## src/rtl/div_pkg.sv

```systemverilog
// Shared types for the divider issue queue: machine widths, queued uop and captured result.
package div_pkg;
  localparam int M_WIDTH        = 64;
  localparam int LG_ROB_ENTRIES = 6;
  localparam int LG_PRF_ENTRIES = 7;

  typedef struct packed {
    logic [M_WIDTH-1:0]        srcA;
    logic [M_WIDTH-1:0]        srcB;
    logic [LG_ROB_ENTRIES-1:0] rob_ptr;
    logic [LG_PRF_ENTRIES-1:0] prf_ptr;
    logic                      is_signed;
    logic                      is_rem;
    logic                      is_w;
  } div_uop_t;

  typedef struct packed {
    logic [M_WIDTH-1:0]        data;
    logic [LG_ROB_ENTRIES-1:0] rob_ptr;
    logic [LG_PRF_ENTRIES-1:0] prf_ptr;
  } div_res_t;
endpackage

```

## src/rtl/div_uop_fifo.sv

```systemverilog
// Circular buffer of divide uops; the caller guarantees no push when full and no pop when empty.
module div_uop_fifo
  import div_pkg::*;
#(
  parameter int LG_N = 2
) (
  input  logic            clk,
  input  logic            reset,
  input  logic            i_push,
  input  div_uop_t        i_uop,
  input  logic            i_pop,
  input  logic            i_clear,
  output logic [LG_N:0]   o_count,
  output div_uop_t        o_head
);
  localparam int N = 1 << LG_N;

  div_uop_t        r_mem [N];
  logic [LG_N-1:0] r_head;
  logic [LG_N-1:0] r_tail;
  logic [LG_N:0]   r_count;

  always_ff @(posedge clk or negedge reset) begin
    if (!reset) begin
      r_head  <= '0;
      r_tail  <= '0;
      r_count <= '0;
      for (int i = 0; i < N; i++) r_mem[i] <= '0;
    end else if (i_clear) begin
      r_head  <= r_tail;
      r_count <= '0;
    end else begin
      if (i_push) begin
        r_mem[r_tail] <= i_uop;
        r_tail        <= r_tail + LG_N'(1);
      end
      if (i_pop) r_head <= r_head + LG_N'(1);
      case ({i_push, i_pop})
        2'b10:   r_count <= r_count + (LG_N+1)'(1);
        2'b01:   r_count <= r_count - (LG_N+1)'(1);
        default: r_count <= r_count;
      endcase
    end
  end

  assign o_count = r_count;
  assign o_head  = r_mem[r_head];
endmodule

```

## src/rtl/div_issue_queue.sv

```systemverilog
// Divider front end: queues divide uops, launches them one at a time, and holds each
// result until the shared writeback slot is free. Flush discards queued and in-flight work.
module div_issue_queue
  import div_pkg::*;
#(
  parameter int LG_N = 2
) (
  input  logic                      clk,
  input  logic                      reset,
  input  logic                      uop_valid,
  output logic                      uop_ready,
  input  logic [M_WIDTH-1:0]        uop_srcA,
  input  logic [M_WIDTH-1:0]        uop_srcB,
  input  logic [LG_ROB_ENTRIES-1:0] uop_rob_ptr,
  input  logic [LG_PRF_ENTRIES-1:0] uop_prf_ptr,
  input  logic                      uop_is_signed,
  input  logic                      uop_is_rem,
  input  logic                      uop_is_w,
  input  logic                      flush,
  output logic                      div_start,
  output logic [M_WIDTH-1:0]        div_inA,
  output logic [M_WIDTH-1:0]        div_inB,
  output logic [LG_ROB_ENTRIES-1:0] div_rob_ptr,
  output logic [LG_PRF_ENTRIES-1:0] div_prf_ptr,
  output logic                      div_is_signed,
  output logic                      div_is_rem,
  output logic                      div_is_w,
  input  logic                      div_complete,
  input  logic [M_WIDTH-1:0]        div_y,
  input  logic [LG_ROB_ENTRIES-1:0] div_rob_ptr_out,
  input  logic [LG_PRF_ENTRIES-1:0] div_prf_ptr_out,
  input  logic                      wb_slot_used,
  output logic                      wb_valid,
  output logic [M_WIDTH-1:0]        wb_data,
  output logic [LG_ROB_ENTRIES-1:0] wb_rob_ptr,
  output logic [LG_PRF_ENTRIES-1:0] wb_prf_ptr,
  output logic                      busy
);
  localparam int N_ENTRIES = 1 << LG_N;

  logic [LG_N:0] w_count;
  div_uop_t      w_head;
  div_uop_t      w_enq_uop;
  logic          w_push;
  logic          w_head_valid;
  logic          w_wb_fire;
  logic          w_start;
  logic          w_complete;

  logic          r_inflight;
  logic          r_drop;
  logic          r_res_valid;
  div_res_t      r_res;

  assign w_enq_uop = '{srcA: uop_srcA, srcB: uop_srcB, rob_ptr: uop_rob_ptr,
                       prf_ptr: uop_prf_ptr, is_signed: uop_is_signed,
                       is_rem: uop_is_rem, is_w: uop_is_w};

  assign uop_ready    = (w_count != (LG_N+1)'(N_ENTRIES));
  assign w_push       = uop_valid & uop_ready & ~flush;
  assign w_head_valid = (w_count != '0);
  assign w_complete   = div_complete & r_inflight;

  // A held result draining this cycle frees the buffer for the next launch.
  assign w_wb_fire = r_res_valid & ~wb_slot_used & ~flush;
  assign w_start   = w_head_valid & ~r_inflight & ~flush & (~r_res_valid | w_wb_fire);

  div_uop_fifo #(.LG_N(LG_N)) u_fifo (
    .clk     (clk),
    .reset   (reset),
    .i_push  (w_push),
    .i_uop   (w_enq_uop),
    .i_pop   (w_start),
    .i_clear (flush),
    .o_count (w_count),
    .o_head  (w_head)
  );

  always_ff @(posedge clk or negedge reset) begin
    if (!reset) begin
      r_inflight  <= 1'b0;
      r_drop      <= 1'b0;
      r_res_valid <= 1'b0;
      r_res       <= '0;
    end else begin
      if (w_wb_fire) r_res_valid <= 1'b0;
      if (w_start)   r_inflight  <= 1'b1;
      if (w_complete) begin
        r_inflight <= 1'b0;
        if (r_drop || flush) begin
          r_drop <= 1'b0;
        end else begin
          r_res_valid <= 1'b1;
          r_res       <= '{data: div_y, rob_ptr: div_rob_ptr_out, prf_ptr: div_prf_ptr_out};
        end
      end else if (flush && r_inflight) begin
        // The launched divide cannot be recalled, so its result is marked for discard.
        r_drop <= 1'b1;
      end
      if (flush) r_res_valid <= 1'b0;
    end
  end

  assign div_start     = w_start;
  assign div_inA       = w_head.srcA;
  assign div_inB       = w_head.srcB;
  assign div_rob_ptr   = w_head.rob_ptr;
  assign div_prf_ptr   = w_head.prf_ptr;
  assign div_is_signed = w_head.is_signed;
  assign div_is_rem    = w_head.is_rem;
  assign div_is_w      = w_head.is_w;

  assign wb_valid   = w_wb_fire;
  assign wb_data    = r_res.data;
  assign wb_rob_ptr = r_res.rob_ptr;
  assign wb_prf_ptr = r_res.prf_ptr;

  assign busy = w_head_valid | r_inflight | r_res_valid;
endmodule
```

## config.mk

```make
export PLATFORM = sky130hd
export DESIGN_NAME = div_issue_queue
export DESIGN_NICKNAME = d
export VERILOG_FILES = /design/src/rtl/div_pkg.sv /design/src/rtl/div_uop_fifo.sv /design/src/rtl/div_issue_queue.sv
export SDC_FILE = /design/constraint.sdc
export NUM_CORES = 1
export LEC_CHECK = 0
export ABC_CLOCK_PERIOD_IN_PS = 2070
export CORE_ASPECT_RATIO = 0.5
export CORE_MARGIN = 2
export CORE_UTILIZATION = 49
export DETAILED_ROUTE_END_ITERATION = 7
export GPL_ROUTABILITY_DRIVEN = 0
export PLACE_DENSITY = 0.8
export SLEW_MARGIN = 30
export SYNTH_ARGS = -nofsm -noshare
export SYNTH_HDL_FRONTEND = slang
export SYNTH_SLANG_ARGS = --single-unit
```

## constraint.sdc

```tcl
create_clock -name clk -period 2.07 [get_ports clk]
set_input_delay 0.207 -clock clk [delete_from_list [all_inputs] [get_ports clk]]
set_output_delay 0.207 -clock clk [all_outputs]
set_load 0.1 [all_outputs]
```

==> metrics.md, run 1 <==
| Metric | Value |
|---|---|
| Outcome | `complete, but fails checks` |
| Failing checks | `setup timing` |
| Initial Util | `0.496` |
| DRC | `0` |
| Skew final | `0.0311 ns` |
| Post-synth ARST share | `1.00` |
| First-pass GRT wire length | `between 100000 and 150000 um` |
| Setup ws final | `-0.428 ns` |
| Worst-Skew Late Latency | `between 0.6 and 0.7 ns` |
| Detail Placement HPWL | `46200 um` |
| Critical Path Fanout Max | `18` |
| Final hold violations | `0` |
| Mux cell area share after synthesis | `0.388` |
| CTS tree | `done` |
| Seq cells post-synth | `663` |
| Max_slew headroom | `0.632` |
| P&R area growth vs syn | `42.9%` |
| Endpoints failing setup | `about 700` |
| Compound-Gate Fraction of Synth Area | `0.00323` |
| Ys Warns | `0` |
| Initial antenna violation count | `10` |
| Fraction of layout cells with a size suffix above 1 | `0.596` |
| Rows | `63` |
| Area after DPL | `36900 um2` |
| Post-Synth Simple-Gate Area | `0.00629` |
| Mapped Cells | `1619` |
| PortBufs | `451` |
| Top cells by area, synth | `dfrtp_1, mux2_2, mux2_4` |
| Distinct cell type count after synthesis | `37` |
| Most common library cells after synthesis | `dfrtp_1, mux2_2, mux2_4` |
| Worst Setup Path Type | `reg2out` |
| Routed len/inst | `about 26 um` |
| I/O pin total | `~450` |
| Startpoint types | `flip-flop` |
| DIE WIDTH | `351 um` |
| Pre-CTS setup slack | `-0.0396 ns` |
| Syn_nets | `around 1900` |
| Crit path DAT | `2.29 ns` |
| Largest family of logic cells by synthesized area | `multiplexers` |
| Clock buffer count from CTS | `58` |
| H-tree levels | `2` |
| Slowest CP cell | `mux4_2` |
| Final Max Slew Viols | `0` |
| Sequential fraction of the synthesis area | `0.564` |
| Slew @ Worst Pin | `0.552 ns` |
| Area of the mapped netlist | `29400 um2` |
| RSZ-0062 raised after global routing | `true` |
| Die Footprint | `between 60000 and 70000 um2` |
| Delay-heaviest family, CP | `buffers and inverters` |
| Synth Area in XOR/XNOR | `0.00119` |
| Max-Cap Viols | `0` |
| Core area | `59300 um2` |
| CP required | `1.86 ns` |
| CP Buf/Inv Count | `3` |
| Post-synthesis adder-cell area fraction | `0.00238` |
| Highest cell delay on the worst timing path | `0.58 ns` |
| Crit path time final | `2.50 ns` |
| NumNets Final | `2499` |
| Clock root buffer | `clkbuf_16` |
| Vias post-DR | `about 17000` |
| Fmax | `400 MHz` |
| CP endpoint kind | `primary output` |
| Clock Sinks | `roughly 660` |
| Top cell type's share of synthesized area | `0.564` |
| Total GRT Usage | `0.225` |
| Syn_area_per_cell | `18.2 um2` |
| Synth area leader | `dfrtp_1` |
| Post-DR vias/cell | `5.58` |
| Critical-path cell list | `buf_12, buf_4, mux4_2, buf_12` |
| Iter 0 DRT Violations | `998` |
| Detail Route Antenna Nets | `0` |
| Post-synth EDFFs | `0` |
| Height of the die | `about 180 um` |
| CTS Buffer Depth | `3` |
| Post-Route WL | `82100 um` |
| Vias in the first global route | `18822` |
| Synth Flop Type | `dfrtp_1` |
| First-pass iteration count of the detailed router | `5` |
| Total gr overflow | `0` |
| Most common cell in the netlist | `dfrtp_1` |
| Design Area, Final | `42000 um2` |
| Hold Path Class | `in2async` |
| Worst-path clk slew | `approximately 0.070 ns` |
| Final Cycle Share | `1.21` |
| Largest net degree at the start of global routing | `55` |
| Top cell by count, worst path | `buf_12` |
| # fillers | `around 3600` |
## cell families after synthesis
family	count (synthesis)
xor+xnor	4
buf+inv	109
simple gates	24
mux	799
flops	663
fa+ha+maj	5
compound gates	15
## final cells by class
class | count | area [um2] | area share
Sequential cell | 663 | 16600 | 0.395
Multi-Input combinational cell | 852 | 12600 | 0.299
Timing Repair Buffer | 686 | 9800 | 0.233
Clock buffer | 82 | 1690 | 0.0403
Tap cell | 812 | 1020 | 0.0242
Clock inverter | 23 | 324 | 0.00771
Inverter | 6 | 25.0 | 0.000595
Antenna cell | 10 | 25.0 | 0.000595
## stage by stage
stage / hold slack, ns / std cells / utilization / TNS, ns
6_report: 0.147 / 3134 / 0.709 / -102.42
3_3_place_gp: 0.204 / 2889 / 0.622 / -4.52
4_1_cts: 0.121 / 3019 / 0.662 / -83.78
2_1_floorplan: -0.0886 / 1619 / - / -21.97
5_1_grt: 0.150 / 3134 / 0.709 / -120.21
3_5_place_dp: 0.203 / 2889 / 0.622 / -1.15
## sequential cells by signal, indices dropped and copies added (netlist names), 2 cells and up
signal	cells
u_fifo.r_head	2
wb_rob_ptr	6
u_fifo.r_mem	576
wb_data	64
u_fifo.r_tail	2
wb_prf_ptr	7
u_fifo.o_count	3
## timing repair
item	CTS	global route
hold endpoints to repair	268	0
endpoints found under the setup margin	148	697
pin swaps	6	9
setup buffers	19	43
hold buffers	1	0
gates resized for setup	21	239
cloned	5	68
## layout by cell type, fill, tap and decap left out, types with 2 or more instances in the layout
cell and count:
xor2_1 2, buf_16 20, clkinv_2 9, buf_12 216
clkbuf_1 10, o21ai_0 6, inv_1 4, a21oi_1 2
clkinv_4 2, mux4_2 144, bufinv_16 7, ha_1 3
mux2_4 374, buf_6 17, nand2_8 8, diode_2 10
buf_4 148, clkbuf_8 13, nand2_1 9, dfrtp_1 661
xnor2_1 2, clkbuf_16 106, clkinvlp_4 3, clkdlybuf4s50_1 225
mux2_2 279, dfrtp_4 2, buf_8 12
## layer usage
layer / GRT usage / share of wire
met1: 0.287 / 0.41
met2: 0.390 / 0.50
met3: 0.0378 / 0.046
met4: 0.0812 / 0.038
met5: 0 / 0
## path summary, 6_finish.rpt
kind / start / end / slack, ns / cells past startpoint
max: u_fifo.r_head[0] / div_inB[3] / -0.43 / 4
min: reset / u_fifo.r_mem[477] / 0.15 / 2
max reg2reg: u_fifo.o_count[1] / u_fifo.r_mem[54] / -0.26 / 8
min reg2reg: u_fifo.r_mem[249] / u_fifo.r_mem[249] / 0.50 / 1
max in group asynchronous: reset / u_fifo.r_mem[147] / 1.08 / 4
min in group clk: div_y[36] / wb_data[36] / 0.18 / 2
Power of run 1 is left out: the tool's default activity adds up to more than one toggle a clock period on the data nets, which glitch-free logic cannot reach.
==> run 2: changes to the inputs <==
--- a/config.mk
+++ b/config.mk
@@ -5,14 +5,16 @@
 export SDC_FILE = /design/constraint.sdc
 export NUM_CORES = 1
 export LEC_CHECK = 0
-export ABC_CLOCK_PERIOD_IN_PS = 2070
+export ABC_CLOCK_PERIOD_IN_PS = 2300
+export CAP_MARGIN = 0
 export CORE_ASPECT_RATIO = 0.5
 export CORE_MARGIN = 2
-export CORE_UTILIZATION = 49
+export CORE_UTILIZATION = 54
 export DETAILED_ROUTE_END_ITERATION = 7
 export GPL_ROUTABILITY_DRIVEN = 0
-export PLACE_DENSITY = 0.8
+export PLACE_DENSITY = 0.84
 export SLEW_MARGIN = 30
 export SYNTH_ARGS = -nofsm -noshare
 export SYNTH_HDL_FRONTEND = slang
 export SYNTH_SLANG_ARGS = --single-unit
+export TNS_END_PERCENT = 1
==> constraint.sdc (replaced) <==
create_clock -name clk -period 2.3 [get_ports clk]
set_input_delay 0.23 -clock clk [delete_from_list [all_inputs] [get_ports clk]]
set_output_delay 0.23 -clock clk [all_outputs]
set_load 0.1 [all_outputs]
==> metrics.md, run 2 (same netlist as run 1, synthesis figures left out) <==
| Metric | Value |
|---|---|
| Iter 0 DRT Violations | `781 (-22%)` |
| Post-DR vias/cell | `5.65 (+1.2%)` |
| Rows | `60 (-4.8%)` |
| Fmax | `395 MHz` |
| Startpoint types | `flip-flop` |
| Worst-Skew Late Latency | `0.61 ns (-0.02 ns)` |
| Clock buffer count from CTS | `57 (-1.7%)` |
| Clock root buffer | `clkbuf_16` |
| Biggest register | `u_fifo.r_mem` |
| Multi-input gate area | `11800 um2 (-5.8%)` |
| Largest net degree at the start of global routing | `79 (+44%)` |
| Crit path time final | `2.53 ns` |
| Critical R2R Launch | `u_fifo.o_count[1]` |
| I/O pin total | `452 (unchanged)` |
| First-pass GRT wire length | `107000 um (-1.5%)` |
| Die Footprint | `56500 um2 (-9.1%)` |
| Critical Path Fanout Max | `15 (-3)` |
| Endpoints failing setup | `145 (-79%)` |
| CP required | `2.07 ns (+0.21 ns)` |
| Critical-path cell list | `buf_16, buf_16, mux4_2, buf_12` |
| Max-Cap Viols | `0 (unchanged)` |
| Most common cell after layout, fill and taps aside | `dfrtp_1` |
| Max_slew headroom | `0.678 (+0.0459)` |
| Worst-path clk slew | `0.07 ns (about the same)` |
| Most frequent cells in the layout | `dfrtp_1, mux2_2, clkdlybuf4s50_1, mux2_4, buf_12` |
| Register area | `16600 um2 (about the same)` |
| CTS tree | `done` |
| Total gr overflow | `0 (unchanged)` |
| Highest cell delay on the worst timing path | `0.59 ns (about the same)` |
| Setup ws final | `-0.229 ns (+0.199 ns)` |
| Final hold violations | `0 (unchanged)` |
| Final Cycle Share | `1.10` |
| CTS Buffer Depth | `3 (unchanged)` |
| Slowest CP cell | `mux4_2` |
| Initial Util | `0.547 (+0.0510)` |
| R2R depth | `5 (-3)` |
| Vias in the first global route | `18465 (-1.9%)` |
| PortBufs | `451 (unchanged)` |
| Detail Placement HPWL | `45500 um (-1.6%)` |
| Vias post-DR | `16319 (-6.7%)` |
| Fin cells | `2889 (-7.8%)` |
| Slew @ Worst Pin | `0.483 ns (-0.0688 ns)` |
| # fillers | `3246 (-9.9%)` |
| Fraction of layout cells with a size suffix above 1 | `0.556 (-0.0408)` |
| Reg2reg end | `u_fifo.r_mem[403]` |
| Post-Route WL | `67300 um (-18%)` |
| Core area | `53800 um2 (-9.3%)` |
| Initial antenna violation count | `2 (-8)` |
| Skew final | `0.0155 ns (-0.0155 ns)` |
| Hold Path Class | `in2async` |
| DP Cell Count | `2772 (-4.0%)` |
| Routed len/inst | `23.3 um (-11%)` |
| DIE WIDTH | `334 um (-4.7%)` |
| DRC | `0 (unchanged)` |
| P&R area growth vs syn | `31.2%` |
| CP endpoint kind | `primary output` |
| Failing checks | `setup timing` |
| First-pass iteration count of the detailed router | `4 (-1)` |
| Final Max Slew Viols | `0 (unchanged)` |
| Clock Sinks | `663 (unchanged)` |
| Worst R2R Setup Slack | `0.09 ns (+0.35 ns)` |
| Height of the die | `169 um (-4.6%)` |
| Total GRT Usage | `0.243 (+0.0178)` |
| Outcome | `complete, but fails checks` |
| Detail Route Antenna Nets | `0 (unchanged)` |
| Crit path DAT | `2.30 ns (about the same)` |
| Top cell by count, worst path | `buf_16` |
| RSZ-0062 raised after global routing | `true` |
| H-tree levels | `2 (unchanged)` |
| Worst Setup Path Type | `reg2out` |
| Max FFs per register | `576 (unchanged)` |
| NumNets Final | `2361 (-5.5%)` |
==> run 2: worst max-delay path by stage <==
stage / start / to / slack [ns] / cells past startpoint
finish: u_fifo.r_head[0] / div_inA[38] / -0.23 / 4
CTS: u_fifo.r_head[0] / div_inA[38] / -0.29 / 4
global route: u_fifo.r_head[0] / div_inA[38] / -0.30 / 4
floorplan: u_fifo.o_count[2] / u_fifo.o_count[2] / 0.1 / 9
global placement: flush / u_fifo.r_mem[49] / 0.07 / 6
detailed placement: flush / u_fifo.r_mem[389] / 0.08 / 6
==> run 2: repair_timing <==
| action | in CTS | in global routing |
|---|---|---|
| resized for setup | 9 | 1 |
| setup endpoints to repair | 146 | 146 |
| cloned | 2 | 0 |
| hold endpoints to repair | 301 | 0 |
| hold buffers | 1 | 0 |
| setup buffers | 5 | 3 |
==> run 2: layer usage <==
| layer | up-vias | GRT usage | routed length, um |
|---|---|---|---|
| met5 | - | 0 | 0 |
| met2 | 342 | 0.433 | 35900 |
| li1 | 7043 | - | - |
| met1 | 8843 | 0.313 | 27500 |
| met4 | 0 | 0.0611 | 1430 |
| met3 | 91 | 0.0385 | 2400 |
==> run 2: worst max-delay path, delay by kind of cell, from the launching register on <==
family	cells	cell delay [ns]
buf+inv	3	0.56
mux	1	0.59
flops	1	0.53
==> run 2: through the flow <==
stage	instance area (um2)	setup WS (ns)	utilization	TNS [ns]	hold slack, ns
5_1_grt	38600	-0.298	0.718	-35.57	0.116
3_5_place_dp	36400	0.0775	0.677	0	0.156
2_1_floorplan	29400	0.0964	-	0	-0.0656
3_3_place_gp	36400	0.0685	0.677	0	0.151
4_1_cts	38600	-0.291	0.718	-33.53	0.0968
6_report	38600	-0.229	0.718	-25.02	0.115
==> run 2: area by class of cell <==
class                      instances  area share
antenna                            2    0.000130
multi-input combinational        847       0.306
sequential                       663       0.430
clock buffer                      85      0.0444
clock inverter                    19     0.00749
inverter                           6    0.000583
timing repair buffer             554       0.188
tap                              713      0.0231
Power of run 2 is left out for the same reason.
==> run 3: changes to the inputs <==
--- a/config.mk
+++ b/config.mk
@@ -13,6 +13,7 @@
 export DETAILED_ROUTE_END_ITERATION = 7
 export GPL_ROUTABILITY_DRIVEN = 0
 export PLACE_DENSITY = 0.84
+export SKIP_LAST_GASP = 1
 export SLEW_MARGIN = 30
 export SYNTH_ARGS = -nofsm -noshare
 export SYNTH_HDL_FRONTEND = slang
==> metrics.md, run 3 (same netlist as run 1, synthesis figures left out) <==
| Metric | Value |
|---|---|
| PortBufs | `451 (unchanged)` |
| Most frequent cells in the layout | `dfrtp_1, mux2_2, clkdlybuf4s50_1, mux2_4, buf_12` |
| Outcome | `complete, but fails checks` |
| I/O pin total | `452 (unchanged)` |
| First-pass GRT wire length | `107000 um (-0.12%)` |
| Initial antenna violation count | `2 (unchanged)` |
| Failing checks | `setup timing` |
| Critical R2R Launch | `u_fifo.o_count[1]` |
| Die Footprint | `56500 um2 (unchanged)` |
| Startpoint types | `flip-flop` |
| Final hold violations | `0 (unchanged)` |
| Worst-Skew Late Latency | `0.60 ns (about the same)` |
| Critical Path Fanout Max | `15 (unchanged)` |
| Routed len/inst | `23.3 um (about the same)` |
| Vias in the first global route | `18459 (-0.032%)` |
| Detail Route Antenna Nets | `0 (unchanged)` |
| Delay-heaviest family, CP | `multiplexers` |
| CP endpoint kind | `primary output` |
| Worst R2R Setup Slack | `0.09 ns (about the same)` |
| Crit path time final | `2.54 ns (+0.00838 ns)` |
| NumNets Final | `2358 (-0.13%)` |
| Height of the die | `169 um (unchanged)` |
| Slowest CP cell | `mux4_2` |
| Slew @ Worst Pin | `0.488 ns (+0.00508 ns)` |
| Detail Placement HPWL | `45500 um (unchanged)` |
| P&R area growth vs syn | `31.0%` |
| DRC | `0 (unchanged)` |
| Max_slew headroom | `0.674 (-0.00339)` |
| Core area | `53800 um2 (unchanged)` |
| Rows | `60 (unchanged)` |
| Fraction of layout cells with a size suffix above 1 | `0.554 (-0.00154)` |
| Post-Route WL | `67300 um (about the same)` |
| Largest net degree at the start of global routing | `79 (unchanged)` |
| CTS tree | `done` |
| Critical-path cell list | `buf_16, buf_16, mux4_2, buf_12` |
| Initial Util | `0.547 (unchanged)` |
| CTS Buffer Depth | `3 (unchanged)` |
| R2R depth | `5 (unchanged)` |
| Reg2reg end | `u_fifo.r_mem[403]` |
| Post-DR vias/cell | `5.64 (about the same)` |
| Setup ws final | `-0.237 ns (-0.00838 ns)` |
| Pre-CTS setup slack | `0.0775 ns (unchanged)` |
| H-tree levels | `2 (unchanged)` |
| Top cell by count, worst path | `buf_16` |
| Hold Path Class | `in2async` |
| Skew final | `0.0152 ns (-0.000368 ns)` |
| CP required | `2.07 ns (about the same)` |
| Max FFs per register | `576 (unchanged)` |
| Worst-path clk slew | `0.07 ns (about the same)` |
| DIE WIDTH | `334 um (unchanged)` |
| Endpoints failing setup | `146 (+0.69%)` |
| Clock root buffer | `clkbuf_16` |
| Fmax | `394 MHz (-0.33%)` |
| Final Cycle Share | `1.10 (+0.00364)` |
| Max-Cap Viols | `0 (unchanged)` |
| Most common cell after layout, fill and taps aside | `dfrtp_1` |
| Highest cell delay on the worst timing path | `0.59 ns (about the same)` |
| Crit path DAT | `2.31 ns (about the same)` |
| Final Max Slew Viols | `0 (unchanged)` |
| RSZ-0062 raised after global routing | `true` |
| Iter 0 DRT Violations | `812 (+4.0%)` |
| Total gr overflow | `0 (unchanged)` |
| Clock Sinks | `663 (unchanged)` |
| Biggest register | `u_fifo.r_mem` |
| CP Buf/Inv Count | `3 (unchanged)` |
| Clock buffer count from CTS | `57 (unchanged)` |
| Worst Setup Path Type | `reg2out` |
| Total GRT Usage | `0.242 (about the same)` |
| Vias post-DR | `16287 (-0.20%)` |
| First-pass iteration count of the detailed router | `5 (+1)` |
[run 3: changes by cell type in the layout (fill, tap and decap cells not counted), sizes merged]
| cell | change |
|---|---|
| buf | -3 |
[run 3: worst max path at each step]
stage                      startpoint                end  depth (start not counted)
finish               u_fifo.r_head[0]        div_inA[38]                          4
global route         u_fifo.r_head[0]        div_inA[38]                          4
global placement                flush   u_fifo.r_mem[49]                          6
detailed placement              flush  u_fifo.r_mem[389]                          6
CTS                  u_fifo.r_head[0]        div_inA[38]                          4
floorplan           u_fifo.o_count[2]  u_fifo.o_count[2]                          9
[run 3: per-layer routing]
metal | vias to the layer above | wire length [um] | global-route usage | share of wire
li1 | 7042 | - | - | -
met1 | 8828 | 27600 | 0.313 | 0.41
met2 | 328 | 36000 | 0.433 | 0.53
met3 | 89 | 2270 | 0.0384 | 0.034
met4 | 0 | 1390 | 0.0599 | 0.021
met5 | - | 0 | 0 | 0
[run 3: worst reg2reg max path: cells and delay by family, from the launching register on]
kind,cells,cell delay [ns]
and+or+nand+nor,3,0.98
DFF,1,0.43
muxes,1,0.37
buffers and inverters,1,0.31
[run 3: cell type report]
class	instances	area [um2]
clock inverter	19	289
timing repair buffer	551	7200
multi-input combinational	847	11800
clock buffer	85	1710
inverter	6	22.5
sequential	663	16600
antenna	2	5.00
fill	3247	15200
tap	713	892
[run 3: through the flow]
stage / TNS [ns] / hold slack (ns) / cell area [um2] / std cells / util
global route: -35.74 / 0.116 / 38600 / 2886 / 0.717
floorplan: 0 / -0.0656 / 29400 / 1619 / -
detailed placement: 0 / 0.156 / 36400 / 2772 / 0.677
global placement: 0 / 0.151 / 36400 / 2772 / 0.677
finish: -25.64 / 0.115 / 38600 / 2886 / 0.717
CTS: -33.81 / 0.0968 / 38500 / 2884 / 0.717
[run 3: repair_timing]
action | in CTS | in global routing
cloned | 2 | 0
hold endpoints to repair | 301 | 0
hold buffers | 1 | 0
endpoints found under the setup margin | 146 | 147
gates resized for setup | 4 | 0
buffers inserted | 5 | 0
Power of run 3 is left out for the same reason.
